===== src/rtl/hazard_tag_pipe.sv =====
// Carries register tags, RegWrite and Tnew from D through E/M/W for the hazard unit; E takes a bubble on stall.
// One cycle per stage; stall gates PC and F/D combinationally; M and W are never stalled.
module hazard_tag_pipe #(
  parameter int REG_AW = 5,
  parameter int TNEW_W = 2,
  parameter int CNT_W  = 16
) (
  input  logic              clk,
  input  logic              rst_n,
  input  logic              D_valid,
  input  logic [REG_AW-1:0] D_A1,
  input  logic [REG_AW-1:0] D_A2,
  input  logic [REG_AW-1:0] D_A3,
  input  logic              D_RegWrite,
  input  logic [TNEW_W-1:0] D_Tnew,
  input  logic              stall,
  input  logic              stall_cnt_clr,
  output logic              pc_en,
  output logic              fd_en,
  output logic              de_clr,
  output logic              E_valid,
  output logic              M_valid,
  output logic              W_valid,
  output logic [REG_AW-1:0] E_A1,
  output logic [REG_AW-1:0] E_A2,
  output logic [REG_AW-1:0] E_A3,
  output logic              E_RegWrite,
  output logic [TNEW_W-1:0] E_Tnew,
  output logic [REG_AW-1:0] M_A2,
  output logic [REG_AW-1:0] M_A3,
  output logic              M_RegWrite,
  output logic [TNEW_W-1:0] M_Tnew,
  output logic [REG_AW-1:0] W_A3,
  output logic              W_RegWrite,
  output logic [CNT_W-1:0]  stall_cnt
);

  typedef struct packed {
    logic              valid;
    logic [REG_AW-1:0] a1;
    logic [REG_AW-1:0] a2;
    logic [REG_AW-1:0] a3;
    logic              rw;
    logic [TNEW_W-1:0] tnew;
  } e_stage_t;

  typedef struct packed {
    logic              valid;
    logic [REG_AW-1:0] a2;
    logic [REG_AW-1:0] a3;
    logic              rw;
    logic [TNEW_W-1:0] tnew;
  } m_stage_t;

  typedef struct packed {
    logic              valid;
    logic [REG_AW-1:0] a3;
    logic              rw;
  } w_stage_t;

  localparam logic [TNEW_W-1:0] TNEW_ONE = 1;
  localparam logic [CNT_W-1:0]  CNT_ONE  = 1;
  localparam logic [CNT_W-1:0]  CNT_MAX  = '1;

  e_stage_t e_q, e_nxt;
  m_stage_t m_q, m_nxt;
  w_stage_t w_q, w_nxt;
  logic [CNT_W-1:0] cnt_q, cnt_nxt;

  assign pc_en  = ~stall;
  assign fd_en  = ~stall;
  assign de_clr = stall;

  // A stalled cycle loads an all-zero bubble so no stale tag can match downstream.
  always_comb begin
    e_nxt = '0;
    if (!stall) begin
      e_nxt.valid = D_valid;
      e_nxt.a1    = D_A1;
      e_nxt.a2    = D_A2;
      e_nxt.a3    = D_A3;
      e_nxt.rw    = D_RegWrite & D_valid & (D_A3 != '0);
      e_nxt.tnew  = D_Tnew;
    end
  end

  always_comb begin
    m_nxt       = '0;
    m_nxt.valid = e_q.valid;
    m_nxt.a2    = e_q.a2;
    m_nxt.a3    = e_q.a3;
    m_nxt.rw    = e_q.rw;
    m_nxt.tnew  = (e_q.tnew == '0) ? '0 : e_q.tnew - TNEW_ONE;
  end

  always_comb begin
    w_nxt       = '0;
    w_nxt.valid = m_q.valid;
    w_nxt.a3    = m_q.a3;
    w_nxt.rw    = m_q.rw;
  end

  always_comb begin
    cnt_nxt = cnt_q;
    if (stall_cnt_clr) begin
      cnt_nxt = '0;
    end else if (stall && D_valid && (cnt_q != CNT_MAX)) begin
      cnt_nxt = cnt_q + CNT_ONE;
    end
  end

  always_ff @(posedge clk or negedge rst_n) begin
    if (!rst_n) begin
      e_q   <= '0;
      m_q   <= '0;
      w_q   <= '0;
      cnt_q <= '0;
    end else begin
      e_q   <= e_nxt;
      m_q   <= m_nxt;
      w_q   <= w_nxt;
      cnt_q <= cnt_nxt;
    end
  end

  assign E_valid    = e_q.valid;
  assign E_A1       = e_q.a1;
  assign E_A2       = e_q.a2;
  assign E_A3       = e_q.a3;
  assign E_RegWrite = e_q.rw;
  assign E_Tnew     = e_q.tnew;
  assign M_valid    = m_q.valid;
  assign M_A2       = m_q.a2;
  assign M_A3       = m_q.a3;
  assign M_RegWrite = m_q.rw;
  assign M_Tnew     = m_q.tnew;
  assign W_valid    = w_q.valid;
  assign W_A3       = w_q.a3;
  assign W_RegWrite = w_q.rw;
  assign stall_cnt  = cnt_q;

endmodule


===== config.mk =====
export PLATFORM = sky130hd
export DESIGN_NAME = hazard_tag_pipe
export DESIGN_NICKNAME = d
export VERILOG_FILES = /design/src/rtl/hazard_tag_pipe.sv
export SDC_FILE = /design/constraint.sdc
export NUM_CORES = 1
export LEC_CHECK = 0
export CORE_ASPECT_RATIO = 1.75
export CORE_MARGIN = 8
export CORE_UTILIZATION = 50
export CTS_BUF_LIST = sky130_fd_sc_hd__clkbuf_2
export DETAILED_ROUTE_END_ITERATION = 10
export GPL_TIMING_DRIVEN = 1
export PLACE_DENSITY_LB_ADDON = 0.05
export SKIP_LAST_GASP = 1
export SLEW_MARGIN = 20
export SYNTH_ARGS = -nofsm -noshare
export SYNTH_HDL_FRONTEND = slang
export SYNTH_SLANG_ARGS = --single-unit
export TNS_END_PERCENT = 1

===== constraint.sdc =====
create_clock -name clk -period 2.92 [get_ports clk]
set_clock_uncertainty 0.05 [all_clocks]
set_input_delay 0.584 -clock clk [delete_from_list [all_inputs] [get_ports clk]]
set_output_delay 0.584 -clock clk [all_outputs]
set_load 0.01 [all_outputs]

== Yosys cells after proc, flatten, opt, wreduce, memory -nomap -nowiden ==
Cells that the tools add are included.
Storage, ports and cells
  memory bits (read-only): 0
  bits in writable memories: 0
  register bits: 56
  memories kept: 0
  bits of input ports: 23
  latch bits: 0
Cells by class
  magnitude comparators: 0
  shift-type cells: 0
  $add $sub $neg: 2
  equal/unequal tests: 1
  multiply operators: 0
  reduce and logical (&&, ||, !) cells: 5
  muxes and demuxes: 4
  bitwise gates (word level): 3
  divide/modulo/power cells: 0
Operators by type and width (count)
  $mux 16: 2
  $mux 19: 1
  $add 16x1->16 const B: 1
  $ne 16x16->1 const B: 1
  $reduce_bool 5->1: 1
  $and 1x1->1: 2
  $logic_and 1x1->1: 2
  $logic_not 2->1: 1
  $mux 2: 1
  $reduce_bool 2->1: 1
  $sub 2x1->2 const B: 1
  $not 1->1: 1

== Logic depth before layout (Yosys ltp) ==
Gate-level depths: netlist of the first run.
  depth in word-level cells: 4
  gate-level depth with buffers: 7

== Least setup slack after synthesis of the first run ==
Ideal clock, no wire load.
  path kind: input-to-output
  start: in stall
  end: out pc_en
  arrival time: 1423 ps
  setup slack: 863 ps
  stages on the path: 4
  cells stage by stage: clkbuf_1 clkbuf_1 inv_1 buf_4
Between the ends
  word-level cells in the longest chain between the ends: 1
RTL lines
  start, declared: line 16  | input logic stall,
  $not 1->1
  end, declared: line 18  | output logic pc_en,
No other way between the ends.

== Worst setup path after layout of the first run ==
  start: in stall
  end: out fd_en
Between the ends
  word-level cells in the longest chain between the ends: 1
RTL lines
  $not 1->1: line 71  | assign fd_en = ~stall;
  end, declared: line 19  | output logic fd_en,
No other way between the ends.

==> metrics.csv, run 1 <==
metric;value;unit
RSZ-0062 raised after global routing;false;
Nets;287;
R2R cell count;4;
synthesized area;2320;um2
starting DRC count in detailed routing;35;
Final min period;2.35;ns
Top Usage Layer GRT;met2;
worst-margin pin slew;0.720;ns
worst hold path type;in -> async;
worst reg2reg endpoint;stall_cnt[0]$_DFFE_PN0P_;
Syn. warnings;0;
vias per cell;5.09;
ant diodes;0;
first-pass GRT wire length;8.35;mm
via count;1609;
xor/xnor share of the synthesized area;0;%
H-tree levels;2;
Post-Synth Adder-Cell Area;0.538;%
most common cell after layout, fill and taps aside;clkdlybuf4s50_1;
Post-DP HPWL;3.91;mm
Synth cell types;29;
IO buf count;81;
gpl congestion;0.771;
Pleak;1.40;nW
final setup fails;0;
GRT met1 Usage;16.0;%
Synth Area in Compound Gates;5.49;%
gate count of the mapped netlist;191;
wire per inst;15.8;um
die outline height;106;um
post-placement cell count;308;
clk root buf;clkbuf_2;
outcome;finished, final reports clean;
Initial Util;50.7;%
TritonCTS Buffers;5;
main combinational cell family by area after synthesis;simple AND/OR/NAND/NOR gates;
initial antenna violation count;0;
die footprint;7170;um2
drt drc;0;
Multi-input gate area;762;um2
I/O pin count;82;
met2 GRT Util;25.7;%
kind of critical path;in -> out;
layout cells sized above 1;12.1;%
Final Non-Filler Cells;316;
crit share post-route;80.6;%
post-CTS setup buffer count;0;
area of the core;4580;um2
Final Hold Viols;0;
Area growth syn-to-layout;35.6;%
Rows;33;
hold slack final;0.114;ns
FF-to-FF Start;stall_cnt[2]$_DFFE_PN0P_;
largest net degree at the start of global routing;33;
Remaining Overflow, GRT;0;
mean area per synthesized cell;12.2;um2
CTS tree;yes;
vias in the first global route;1662;
clock tree buffer depth;2;
TritonCTS sink count;56;
Seq/Total Area, Yosys;60.3;%
worst vdd rail ir drop;0.000407;V
Antenna Nets Post-Route;0;
Simple-Gate Fraction of Synth Area;19.5;%
Slew Limit Fails;0;
fillers;358;
Max Cap Viol;0;
Setup TNS Final;0;ns
clk_lat worst skew;0.42;ns
power density over cell area;430;nW/um2
Sequential Area;1400;um2
mux cell area share after synthesis;7.21;%
TritonRoute pass-1 iters;4;
Worst R2R Setup Slack;0.76;ns
syn nets;215;
GR Util met3;6.32;%
CP startpoint kind;input pin;
PostCTS Resize Cnt;0;
most frequent cells in the layout;clkdlybuf4s50_1 (80), dfrtp_1 (56), nor2b_1 (32);
Routed WL;5.00;mm
Worst EP required;2.29;ns
Worst Path Max Fanout;6;
f_max;425;MHz
max_slew headroom;52.0;%
CP arrival;1.72;ns
chip width;67.5;um
Yosys reg bits;56;
CP Capture Type;primary output;
clock-pin slew of the registers on the worst-case setup and hold paths;0.26;ns
CTS Hold Buffers Added;0;
GRT Total Usage;15.1;%
logic make-up (layout without fill, tap and decap cells):
kind of cell / after synthesis / count (layout)
and+or+nand+nor: 79 / 79
adders and majority gates: 1 / 1
buffers and inverters: 24 / 97
muxes: 15 / 15
AOI/OAI and AO/OA: 16 / 16
DFF: 56 / 56
where the power goes:
group | internal [mW] | leakage (nW) | total, mW | switching, mW
Combinational | 0.0945 | 0.612 | 0.162 | 0.0679
Clock | 0.147 | 0.0430 | 0.373 | 0.226
Sequential | 0.806 | 0.741 | 0.819 | 0.0134
cells in the mapped netlist, drive strengths merged:
master / count / area share (%)
buf: 16 / 5.7
o21bai: 1 / 0.32
a2111oi: 1 / 0.65
nand2: 5 / 0.81
nand4: 2 / 0.54
and3: 4 / 1.1
and2: 2 / 0.54
nor3b: 1 / 0.32
or4b: 1 / 0.59
a211oi: 6 / 2.6
and4: 1 / 0.38
nor2b: 32 / 8.6
a21boi: 2 / 0.65
clkbuf: 6 / 0.97
nand3: 9 / 1.9
mux2: 14 / 6.8
mux2i: 1 / 0.43
dfrtp: 56 / 60
nor4: 1 / 0.91
ha: 1 / 0.54
nand2b: 3 / 0.81
a21oi: 6 / 1.3
nor2: 16 / 2.6
nor3: 2 / 0.43
inv: 2 / 0.32
how the worst max path moves through the flow:
stage / from / end / cells past startpoint
2_1_floorplan: stall / pc_en / 4
3_3_place_gp: stall / stall_cnt[10]$_DFFE_PN0P_ / 5
3_5_place_dp: stall / stall_cnt[10]$_DFFE_PN0P_ / 5
4_1_cts: stall / fd_en / 3
5_1_grt: stall / pc_en / 3
6_report: stall / fd_en / 3
layout make-up:
type / instances / share of cell area [%]
sequential: 56 / 44.5
timing repair buffer: 87 / 27.0
multi-input combinational: 111 / 24.2
tap: 52 / 2.06
clock inverter: 2 / 1.11
clock buffer: 6 / 0.953
inverter: 2 / 0.238
state kept, by name, indices dropped and copies added (netlist names):
signal,count
M_A3,5
M_A2,5
E_A2,5
stall_cnt,16
W_RegWrite,1
E_A1,5
M_Tnew,2
M_valid,1
M_RegWrite,1
E_valid,1
W_A3,5
W_valid,1
E_A3,5
E_Tnew,2
E_RegWrite,1
per-layer routing:
layer | vias up | share of wire, %
met1 | 779 | 35
met5 | - | 0
met3 | 6 | 9.4
li1 | 767 | -
met4 | 0 | 1.5
met2 | 57 | 54
critical path, cell delays in order:
cell	delay (ns)
clkdlybuf4s50_1	0.49
inv_1	0.10
clkdlybuf4s50_1	0.54
metrics by stage:
stage / utilization [%] / instance area [um2] / setup slack, ns / total power [mW]
2_1_floorplan: - / 2320 / 0.863 / 0.888
3_3_place_gp: 67.3 / 3090 / 0.464 / 0.996
3_5_place_dp: 67.3 / 3090 / 0.426 / 0.999
4_1_cts: 68.8 / 3150 / 0.551 / 1.38
5_1_grt: 68.8 / 3150 / 0.508 / 1.41
6_report: 68.8 / 3150 / 0.565 / 1.35
No activity file was read; power rests on OpenSTA's default activity.
==> inputs of run 2 (changes only) <==
Settings changed: CORE_UTILIZATION 50 to 46.
Clock period 2.92 ns to 2.4 ns, I/O delays scaled along.
==> run 2 against run 1 <==
Core utilization shrank 4.4 points. Flip-flop and latch count unchanged. Sequential share of layout area fell by 0.35 points. Hold slack gained 0.25 ns. Non-clock buffer count is 3 higher. Critical path type unchanged.
==> metrics.csv, run 2 (same netlist as run 1, synthesis figures left out) <==
metric;value;unit;change
Worst EP required;1.87;ns;was 2.29 ns
kind of critical path;in -> out;;unchanged
gpl congestion;0.760;;was 0.771
dpl ws;0.131;ns;was 0.426 ns
via count;1598;;was 1609
most frequent cells in the layout;clkdlybuf4s50_1 (80), dfrtp_1 (56), nor2b_1 (32);;unchanged
chip width;69.7;um;was 67.5 um
hold path depth;0;;
I/O pin count;82;;unchanged
starting DRC count in detailed routing;99;;was 35
Antenna Nets Post-Route;0;;unchanged
Worst Path Max Fanout;6;;unchanged
Slew Limit Fails;0;;unchanged
GRT met1 Usage;13.5;%;was 16.0%
layout cells sized above 1;12.7;%;was 12.1%
Setup TNS Final;0;ns;unchanged
power density over cell area;500;nW/um2;was 430 nW/um2
CTS tree;yes;;unchanged
fillers;412;;was 358
first-pass GRT wire length;8.67;mm;was 8.35 mm
clock tree buffer depth;2;;unchanged
TritonCTS Buffers;5;;unchanged
CP arrival;1.69;ns;was 1.72 ns
drt drc;0;;unchanged
Pleak;1.41;nW;was 1.40 nW
Nets;290;;was 287
final setup fails;0;;unchanged
most common cell after layout, fill and taps aside;clkdlybuf4s50_1;;unchanged
largest net degree at the start of global routing;33;;unchanged
Multi-input gate area;762;um2;unchanged
die outline height;110;um;was 106 um
outcome;finished, final reports clean;;unchanged
clk_lat worst skew;0.44;ns;was 0.42 ns
H-tree levels;2;;unchanged
R2R cell count;4;;unchanged
Max Cap Viol;0;;unchanged
CP startpoint kind;input pin;;unchanged
worst vdd rail ir drop;0.000433;V;was 0.000407 V
max_slew headroom;59.3;%;was 52.0%
crit share post-route;92.6;%;
RSZ-0062 raised after global routing;false;;unchanged
Rows;34;;was 33
TritonRoute pass-1 iters;4;;unchanged
Area growth syn-to-layout;36.7;%;was 35.6%
Sequential Area;1400;um2;unchanged
Post-DP HPWL;4.04;mm;was 3.91 mm
f_max;450;MHz;
clock-pin slew of the registers on the worst-case setup and hold paths;0.28;ns;was 0.26 ns
Initial Util;47.1;%;was 50.7%
Top Usage Layer GRT;met2;;unchanged
CP Capture Type;primary output;;unchanged
Final Hold Viols;0;;unchanged
setup ws final;0.178;ns;was 0.565 ns
TritonCTS sink count;56;;unchanged
Routed WL;5.19;mm;was 5.00 mm
GR Util met3;6.63;%;was 6.32%
initial antenna violation count;0;;unchanged
vias in the first global route;1772;;was 1662
Remaining Overflow, GRT;0;;unchanged
Final min period;2.22;ns;
vias per cell;4.98;;was 5.09
worst-margin pin slew;0.610;ns;was 0.720 ns
wire per inst;16.2;um;was 15.8 um
max FFs per register;16;;unchanged
ant diodes;0;;unchanged
GRT Total Usage;14.0;%;was 15.1%
clk root buf;clkbuf_2;;unchanged
PostCTS Resize Cnt;0;;unchanged
area of the core;4930;um2;was 4580 um2
die footprint;7670;um2;was 7170 um2
IO buf count;81;;unchanged
met2 GRT Util;25.1;%;was 25.7%
worst hold path type;reg -> reg;;was in -> async
-- run 2: cell types whose count changed in the layout (fill, tap and decap cells not counted) --
cell,before,now
buf_4,6,7
inv_8,0,1
buf_12,0,1
bufinv_16,1,0
dlygate4sd3_1,0,1
clkbuf_2,6,5
inv_6,0,1
-- run 2: layout make-up --
type | count | share of cell area, %
Timing Repair Buffer | 90 | 28.0
Clock buffer | 5 | 0.788
Multi-Input combinational cell | 111 | 24.0
Clock inverter | 3 | 0.788
Tap cell | 54 | 2.13
Sequential cell | 56 | 44.1
Inverter | 2 | 0.236
-- run 2: critical path, stage by stage --
cell and delay [ns]:
clkdlybuf4s50_1 0.51, inv_1 0.14, clkdlybuf4s50_1 0.55
-- run 2: per-stage QoR --
| step | power (mW) | util [%] | area, um2 | std cells | hold slack (ns) |
|---|---|---|---|---|---|
| 2_1_floorplan | 1.08 | - | 2320 | 191 | 0.134 |
| 3_3_place_gp | 1.22 | 63.2 | 3120 | 312 | 0.305 |
| 3_5_place_dp | 1.22 | 63.2 | 3120 | 312 | 0.309 |
| 4_1_cts | 1.62 | 64.4 | 3180 | 321 | 0.367 |
| 5_1_grt | 1.67 | 64.4 | 3180 | 321 | 0.374 |
| 6_report | 1.59 | 64.4 | 3180 | 321 | 0.366 |
-- run 2: worst paths after layout --
check                                               from                         to  slack (ns)
worst max-delay path                               stall                      fd_en        0.18
worst min-delay path                   E_A2[4]$_DFF_PN0_          M_A2[4]$_DFF_PN0_        0.37
worst max register to register  stall_cnt[3]$_DFFE_PN0P_  stall_cnt[10]$_DFFE_PN0P_        0.37
worst min register to register         E_A2[4]$_DFF_PN0_          M_A2[4]$_DFF_PN0_        0.37
max in group asynchronous                          rst_n   stall_cnt[0]$_DFFE_PN0P_        1.25
min in group asynchronous                          rst_n        E_Tnew[0]$_DFF_PN0_        0.47
-- run 2: power by group --
| group | internal, mW | switching (mW) | total (mW) |
|---|---|---|---|
| clock network | 0.0831 | 0.305 | 0.388 |
| logic | 0.117 | 0.0855 | 0.203 |
| registers | 0.981 | 0.0164 | 0.997 |
-- run 2: metal layers --
layer / wire [um] / share of wire [%]
met4: 72 / 1.4
met3: 471 / 9.1
met1: 1830 / 35
met2: 2810 / 54
met5: 0 / 0
-- run 2: what timing repair did --
item | CTS | global route
hold buffers | 1 | 0
hold endpoints to repair | 25 | 0
buffers inserted | 0 | 0
